### src/rtl/msg_sequencer.sv
// Message sequencer: stores NUM_MSG short messages and streams a selected one
// element by element to a UART transmitter, optionally looping until aborted.
module msg_sequencer #(
    parameter  int DATA_W  = 8,
    parameter  int MAX_LEN = 16,
    parameter  int NUM_MSG = 4,
    localparam int IDX_W   = $clog2(MAX_LEN),
    localparam int SEL_W   = (NUM_MSG > 1) ? $clog2(NUM_MSG) : 1,
    localparam int LEN_W   = $clog2(MAX_LEN + 1)
) (
    input  logic              clk,
    input  logic              rst,
    input  logic              wr_en,
    input  logic [SEL_W-1:0]  wr_msg,
    input  logic [IDX_W-1:0]  wr_addr,
    input  logic [DATA_W-1:0] wr_data,
    input  logic              len_we,
    input  logic [SEL_W-1:0]  len_msg,
    input  logic [LEN_W-1:0]  len_val,
    input  logic              start,
    input  logic [SEL_W-1:0]  msg_sel,
    input  logic              repeat_en,
    input  logic              abort,
    output logic [DATA_W-1:0] tx_data,
    output logic              tx_valid,
    input  logic              tx_ready,
    output logic              busy,
    output logic              done,
    output logic [IDX_W-1:0]  cur_idx
);

    typedef enum logic [1:0] {IDLE, FETCH, SEND, FIN} state_t;

    logic [DATA_W-1:0] mem [NUM_MSG][MAX_LEN];

    logic [LEN_W-1:0]  len_mem_q [NUM_MSG];
    logic [LEN_W-1:0]  len_mem_d [NUM_MSG];

    state_t            state_q, state_d;
    logic [SEL_W-1:0]  msg_q, msg_d;
    logic              rep_q, rep_d;
    logic [LEN_W-1:0]  len_q, len_d;
    logic [IDX_W-1:0]  idx_q, idx_d;
    logic [DATA_W-1:0] tx_data_q, tx_data_d;
    logic              tx_valid_q, tx_valid_d;
    logic              busy_q, busy_d;
    logic              done_q, done_d;

    logic              last_elem;

    // The element buffer carries no reset so it can map onto RAM.
    always_ff @(posedge clk) begin
        if (wr_en) begin
            mem[wr_msg][wr_addr] <= wr_data;
        end
    end

    always_comb begin
        len_mem_d = len_mem_q;
        if (len_we) begin
            len_mem_d[len_msg] = (len_val > LEN_W'(MAX_LEN)) ? LEN_W'(MAX_LEN) : len_val;
        end
    end

    assign last_elem = ((LEN_W'(idx_q) + LEN_W'(1)) == len_q);

    always_comb begin
        state_d   = state_q;
        msg_d     = msg_q;
        rep_d     = rep_q;
        len_d     = len_q;
        idx_d     = idx_q;
        tx_data_d = tx_data_q;

        case (state_q)
            IDLE: begin
                if (start) begin
                    msg_d   = msg_sel;
                    rep_d   = repeat_en;
                    len_d   = len_mem_q[msg_sel];
                    idx_d   = '0;
                    state_d = FETCH;
                end
            end
            FETCH: begin
                if (len_q == '0) begin
                    state_d = FIN;
                end else begin
                    tx_data_d = mem[msg_q][idx_q];
                    state_d   = SEND;
                end
            end
            SEND: begin
                if (tx_ready) begin
                    if (last_elem) begin
                        state_d = FIN;
                    end else begin
                        idx_d   = idx_q + IDX_W'(1);
                        state_d = FETCH;
                    end
                end
            end
            FIN: begin
                if (rep_q) begin
                    len_d   = len_mem_q[msg_q];
                    idx_d   = '0;
                    state_d = FETCH;
                end else begin
                    state_d = IDLE;
                end
            end
            default: state_d = IDLE;
        endcase

        // Abort wins over any handshake and suppresses the done pulse.
        if (abort && (state_q != IDLE)) begin
            state_d = IDLE;
        end

        tx_valid_d = (state_d == SEND);
        done_d     = (state_d == FIN);
        busy_d     = (state_d != IDLE);
    end

    always_ff @(posedge clk or posedge rst) begin
        if (rst) begin
            state_q    <= IDLE;
            msg_q      <= '0;
            rep_q      <= 1'b0;
            len_q      <= '0;
            idx_q      <= '0;
            tx_data_q  <= '0;
            tx_valid_q <= 1'b0;
            busy_q     <= 1'b0;
            done_q     <= 1'b0;
            for (int i = 0; i < NUM_MSG; i++) begin
                len_mem_q[i] <= '0;
            end
        end else begin
            state_q    <= state_d;
            msg_q      <= msg_d;
            rep_q      <= rep_d;
            len_q      <= len_d;
            idx_q      <= idx_d;
            tx_data_q  <= tx_data_d;
            tx_valid_q <= tx_valid_d;
            busy_q     <= busy_d;
            done_q     <= done_d;
            len_mem_q  <= len_mem_d;
        end
    end

    assign tx_data  = tx_data_q;
    assign tx_valid = tx_valid_q;
    assign busy     = busy_q;
    assign done     = done_q;
    assign cur_idx  = idx_q;

endmodule

### config.mk
export PLATFORM = sky130hd
export DESIGN_NAME = msg_sequencer
export DESIGN_NICKNAME = d
export VERILOG_FILES = /design/src/rtl/msg_sequencer.sv
export SDC_FILE = /design/constraint.sdc
export NUM_CORES = 1
export LEC_CHECK = 0
export CAP_MARGIN = 10
export CORE_MARGIN = 2
export CORE_UTILIZATION = 45
export CTS_CLUSTER_SIZE = 10
export DETAILED_ROUTE_END_ITERATION = 8
export GPL_ROUTABILITY_DRIVEN = 0
export SLEW_MARGIN = 25
export SYNTH_ARGS = -nofsm -noshare
export SYNTH_HDL_FRONTEND = slang
export SYNTH_SLANG_ARGS = --single-unit
### constraint.sdc
create_clock -name clk -period 2.58 [get_ports clk]
set_input_delay 0.387 -clock clk [delete_from_list [all_inputs] [get_ports clk]]
set_output_delay 0.387 -clock clk [all_outputs]
set_load 0.005 [all_outputs]
==> impl_results.md <==
- Die Y-Extent: 226 µm
- Sequential share of the synthesized area: 74.2%
- Power per cell area: roughly 950 mW/mm²
- Clock Tree Buf Depth: 3
- Crit path max-delay cell type: mux4_2
- Via Count: 11,906
- Critical Path End Type: flop
- Total grt overflow: 0
- Main synth FF type: edfxtp_1
- Maximum clock rate: 405 MHz
- Initial core utilization: 45.5%
- WP data arrival: 2930 ps
- Synth warn: 0
- CP Cell Sequence: buf_12 > buf_12 > mux4_2 > mux2i_1 > o21ai_0 > nor3_1 > nor3_1 > a221o_1
- Crit path to: tx_data[1]
- Post-synthesis net count: about 1,200
- CP Max Fanout: 17
- DRT Pass-1 Iters: 5
- Largest net degree at the start of global routing: 65
- I/O pin cnt: 46
- Core area: 0.0488 mm²
- RSZ-0062 raised after global routing: no
- TritonCTS clock tree: built
- Min Hold Slack: between 150 and 200 ps
- Delay-heaviest family, CP: multiplexers
- Nets: 1,413
- Final period util: 95.6%
- Final antenna-violating net count: 0
- Synth unique cells: between 40 and 50
- Crit path buf inv count: 2
- Final setup vio count: 0
- Fin Setup TNS: 0 ps
- Critical path class: reg2reg
- DPL Wire Length: 34,600 µm
- Synthesized area: 0.0222 mm²
- Maximum vdd ir drop: 0.000516 V
- Initial antenna violation count: 0
- Number of fill cells: ~3,900
- Mapped Avg Cell Area: 18.8 µm²
- EDFF count, synth: 512
- Layout area overhead: 18.6%
- # DRC: 0
- Post-CTS Setup Bufs: 0
- Status: complete, no violations
- CTS root buf: clkbuf_16
- Slew @ Worst Pin: approximately 830 ps
- Largest cells by area after synthesis: edfxtp_1 (69%), mux4_2 (11%), dfrtp_1 (5.1%)
- Syn Inst Count: 1,182
- Post-CTS sizing: 0
- #FFs+latches synth: 557
- Cell taking the most area after synthesis: edfxtp_1
- Reg2Reg Depth: 8
- Instance count on the critical path: 8
- Clock Skews: 16.5 ps
- Antenna diodes: 0
- Worst r2r dst: tx_data[1]
- First-pass GRT wire length: 80,700 µm
- Final wirelength: 53,800 µm
- Worst-path clk slew: approximately 60 ps
- Die area: 0.0512 mm²
- Leak Pwr: 8.80 nW
- Vias in the first global route: 12,158
- DR WL/cell: between 20 and 30 µm
- Worst slew margin: 44.4%
- Fin. Hold Viols: 0
- Htree depth: 3
- Worst r2r src: msg_q[0]
- Port Buffers: 45
- Hold crit path type: in2reg
- Post-synth ARST share: 8.08%
- Die Wd: about 230 µm
- CTS Buf Count: 66
- Post-CTS Hold Buffers: 0
- Register-to-register setup slack: 110 ps
- Minimum clock period: 2470 ps
- Core Rows: 81
- CP startpoint: msg_q[0]
- Number of max-cap violations: 0
- Worst-Skew Late Latency: 590 ps
- Area share of the largest cell type after synthesis: 69.1%
- DRT iter0 DRCs: about 1,200
- Worst path required time: about 3000 ps
- Max incr delay on CP: 520 ps
- Slew Limit Fails: 0
- Total global-route track usage: 21.9%
- Worst Setup Start Kind: flop
- Sink Count: 557
- DR vias/cell: ~5.7
- Layout cell share with drive strength beyond 1: 25.1%
==> sequential cells by signal (all words and copies together), names as in the netlist, 2 cells and up <==
name	count
msg_q	2
len_q	5
tx_data	8
len_mem_q	20
mem	512
cur_idx	4
state_q	2
==> report_power, final <==
part           switching (mW)  internal [mW]
Clock                    3.36           5.01
Sequential              0.360           10.2
Combinational            3.20           3.04
Total                    6.92           18.2
==> layout make-up <==
cell class / count / area [µm²] / area share [%]
Tap cell: 664 / 831 / 3.15
Inverter: 8 / 30.0 / 0.114
Clock inverter: 2 / 12.5 / 0.0474
Timing Repair Buffer: 189 / 1740 / 6.60
Sequential cell: 557 / 16500 / 62.6
Clock buffer: 101 / 1900 / 7.20
Multi-Input combinational cell: 555 / 5350 / 20.3
==> logic make-up (layout without fill, tap and decap cells) <==
group	Yosys count	count (layout)	synth area share, %
buffers and inverters	70	300	1.77
multiplexers	199	199	15.2
AO/OA/AOI/OAI	147	147	4.38
XOR/XNOR	6	6	0.236
adder cells (fa/ha/maj)	5	5	0.281
AND/OR/NAND/NOR	198	198	3.98
flip-flops	557	557	74.2
==> synthesized netlist by cell type, types with 13 or more instances <==
cell type  count
a21oi_1       29
mux4_2       110
nand3_1       18
dfrtp_1       45
a22oi_1       13
nand2_1       50
buf_2         20
nor2_1        84
clkbuf_1      22
nor2b_1       13
o21ai_0       38
edfxtp_1     512
mux2i_1       81
==> how the worst min path moves through the flow <==
stage,from,to,depth (start not counted)
CTS,wr_data[7],mem[3][79],1
finish,wr_data[7],mem[3][79],1
global route,wr_data[7],mem[3][79],1
floorplan,len_mem_q[12],len_mem_q[12],2
detailed placement,len_mem_q[6],len_mem_q[6],2
global placement,len_mem_q[7],len_mem_q[7],2
==> per-stage QoR <==
stage	area, µm²	cells	util [%]	setup slack (ps)	power, mW
final	26400	2076	54.0	113	25.1
after CTS	26400	2076	54.0	97.8	25.4
after floorplan	22200	1182	-	556	14.7
after global placement	24500	1973	50.1	114	17.0
after detailed placement	24500	1973	50.1	109	17.0
after global routing	26400	2076	54.0	0.538	26.1
==> placed cells by master, fill, tap and decap left out, types with 7 or more instances in the layout <==
| cell type | netlist | routed |
|---|---|---|
| nor2b_1 | 13 | 13 |
| inv_1 | 8 | 7 |
| clkdlybuf4s50_1 | 0 | 37 |
| o221ai_1 | 11 | 11 |
| nand2_1 | 50 | 50 |
| nor3_1 | 8 | 8 |
| dfrtp_1 | 45 | 41 |
| a22oi_1 | 13 | 13 |
| mux2i_1 | 81 | 81 |
| a21oi_1 | 29 | 29 |
| buf_12 | 0 | 20 |
| nor2_1 | 84 | 84 |
| o22ai_1 | 11 | 11 |
| buf_4 | 7 | 124 |
| edfxtp_1 | 512 | 512 |
| a211oi_1 | 10 | 10 |
| o21ai_0 | 38 | 37 |
| mux4_2 | 110 | 110 |
| buf_2 | 20 | 8 |
| mux2_2 | 8 | 8 |
| clkbuf_16 | 0 | 71 |
| clkbuf_1 | 22 | 29 |
| nand2b_1 | 11 | 11 |
| nand3_1 | 18 | 18 |
==> metal layers <==
layer  global-route usage (%)  wire length [µm]  part of all wire (%)  vias to the layer above
li1                         -                 -                     -                     5180
met1                     31.3             23400                    44                     6204
met2                     34.4             25400                    47                      428
met3                     4.68              3710                   6.9                       94
met4                     5.86              1240                   2.3                        0
met5                        0                 0                     0                        -
(Power assumes the default switching activity.)
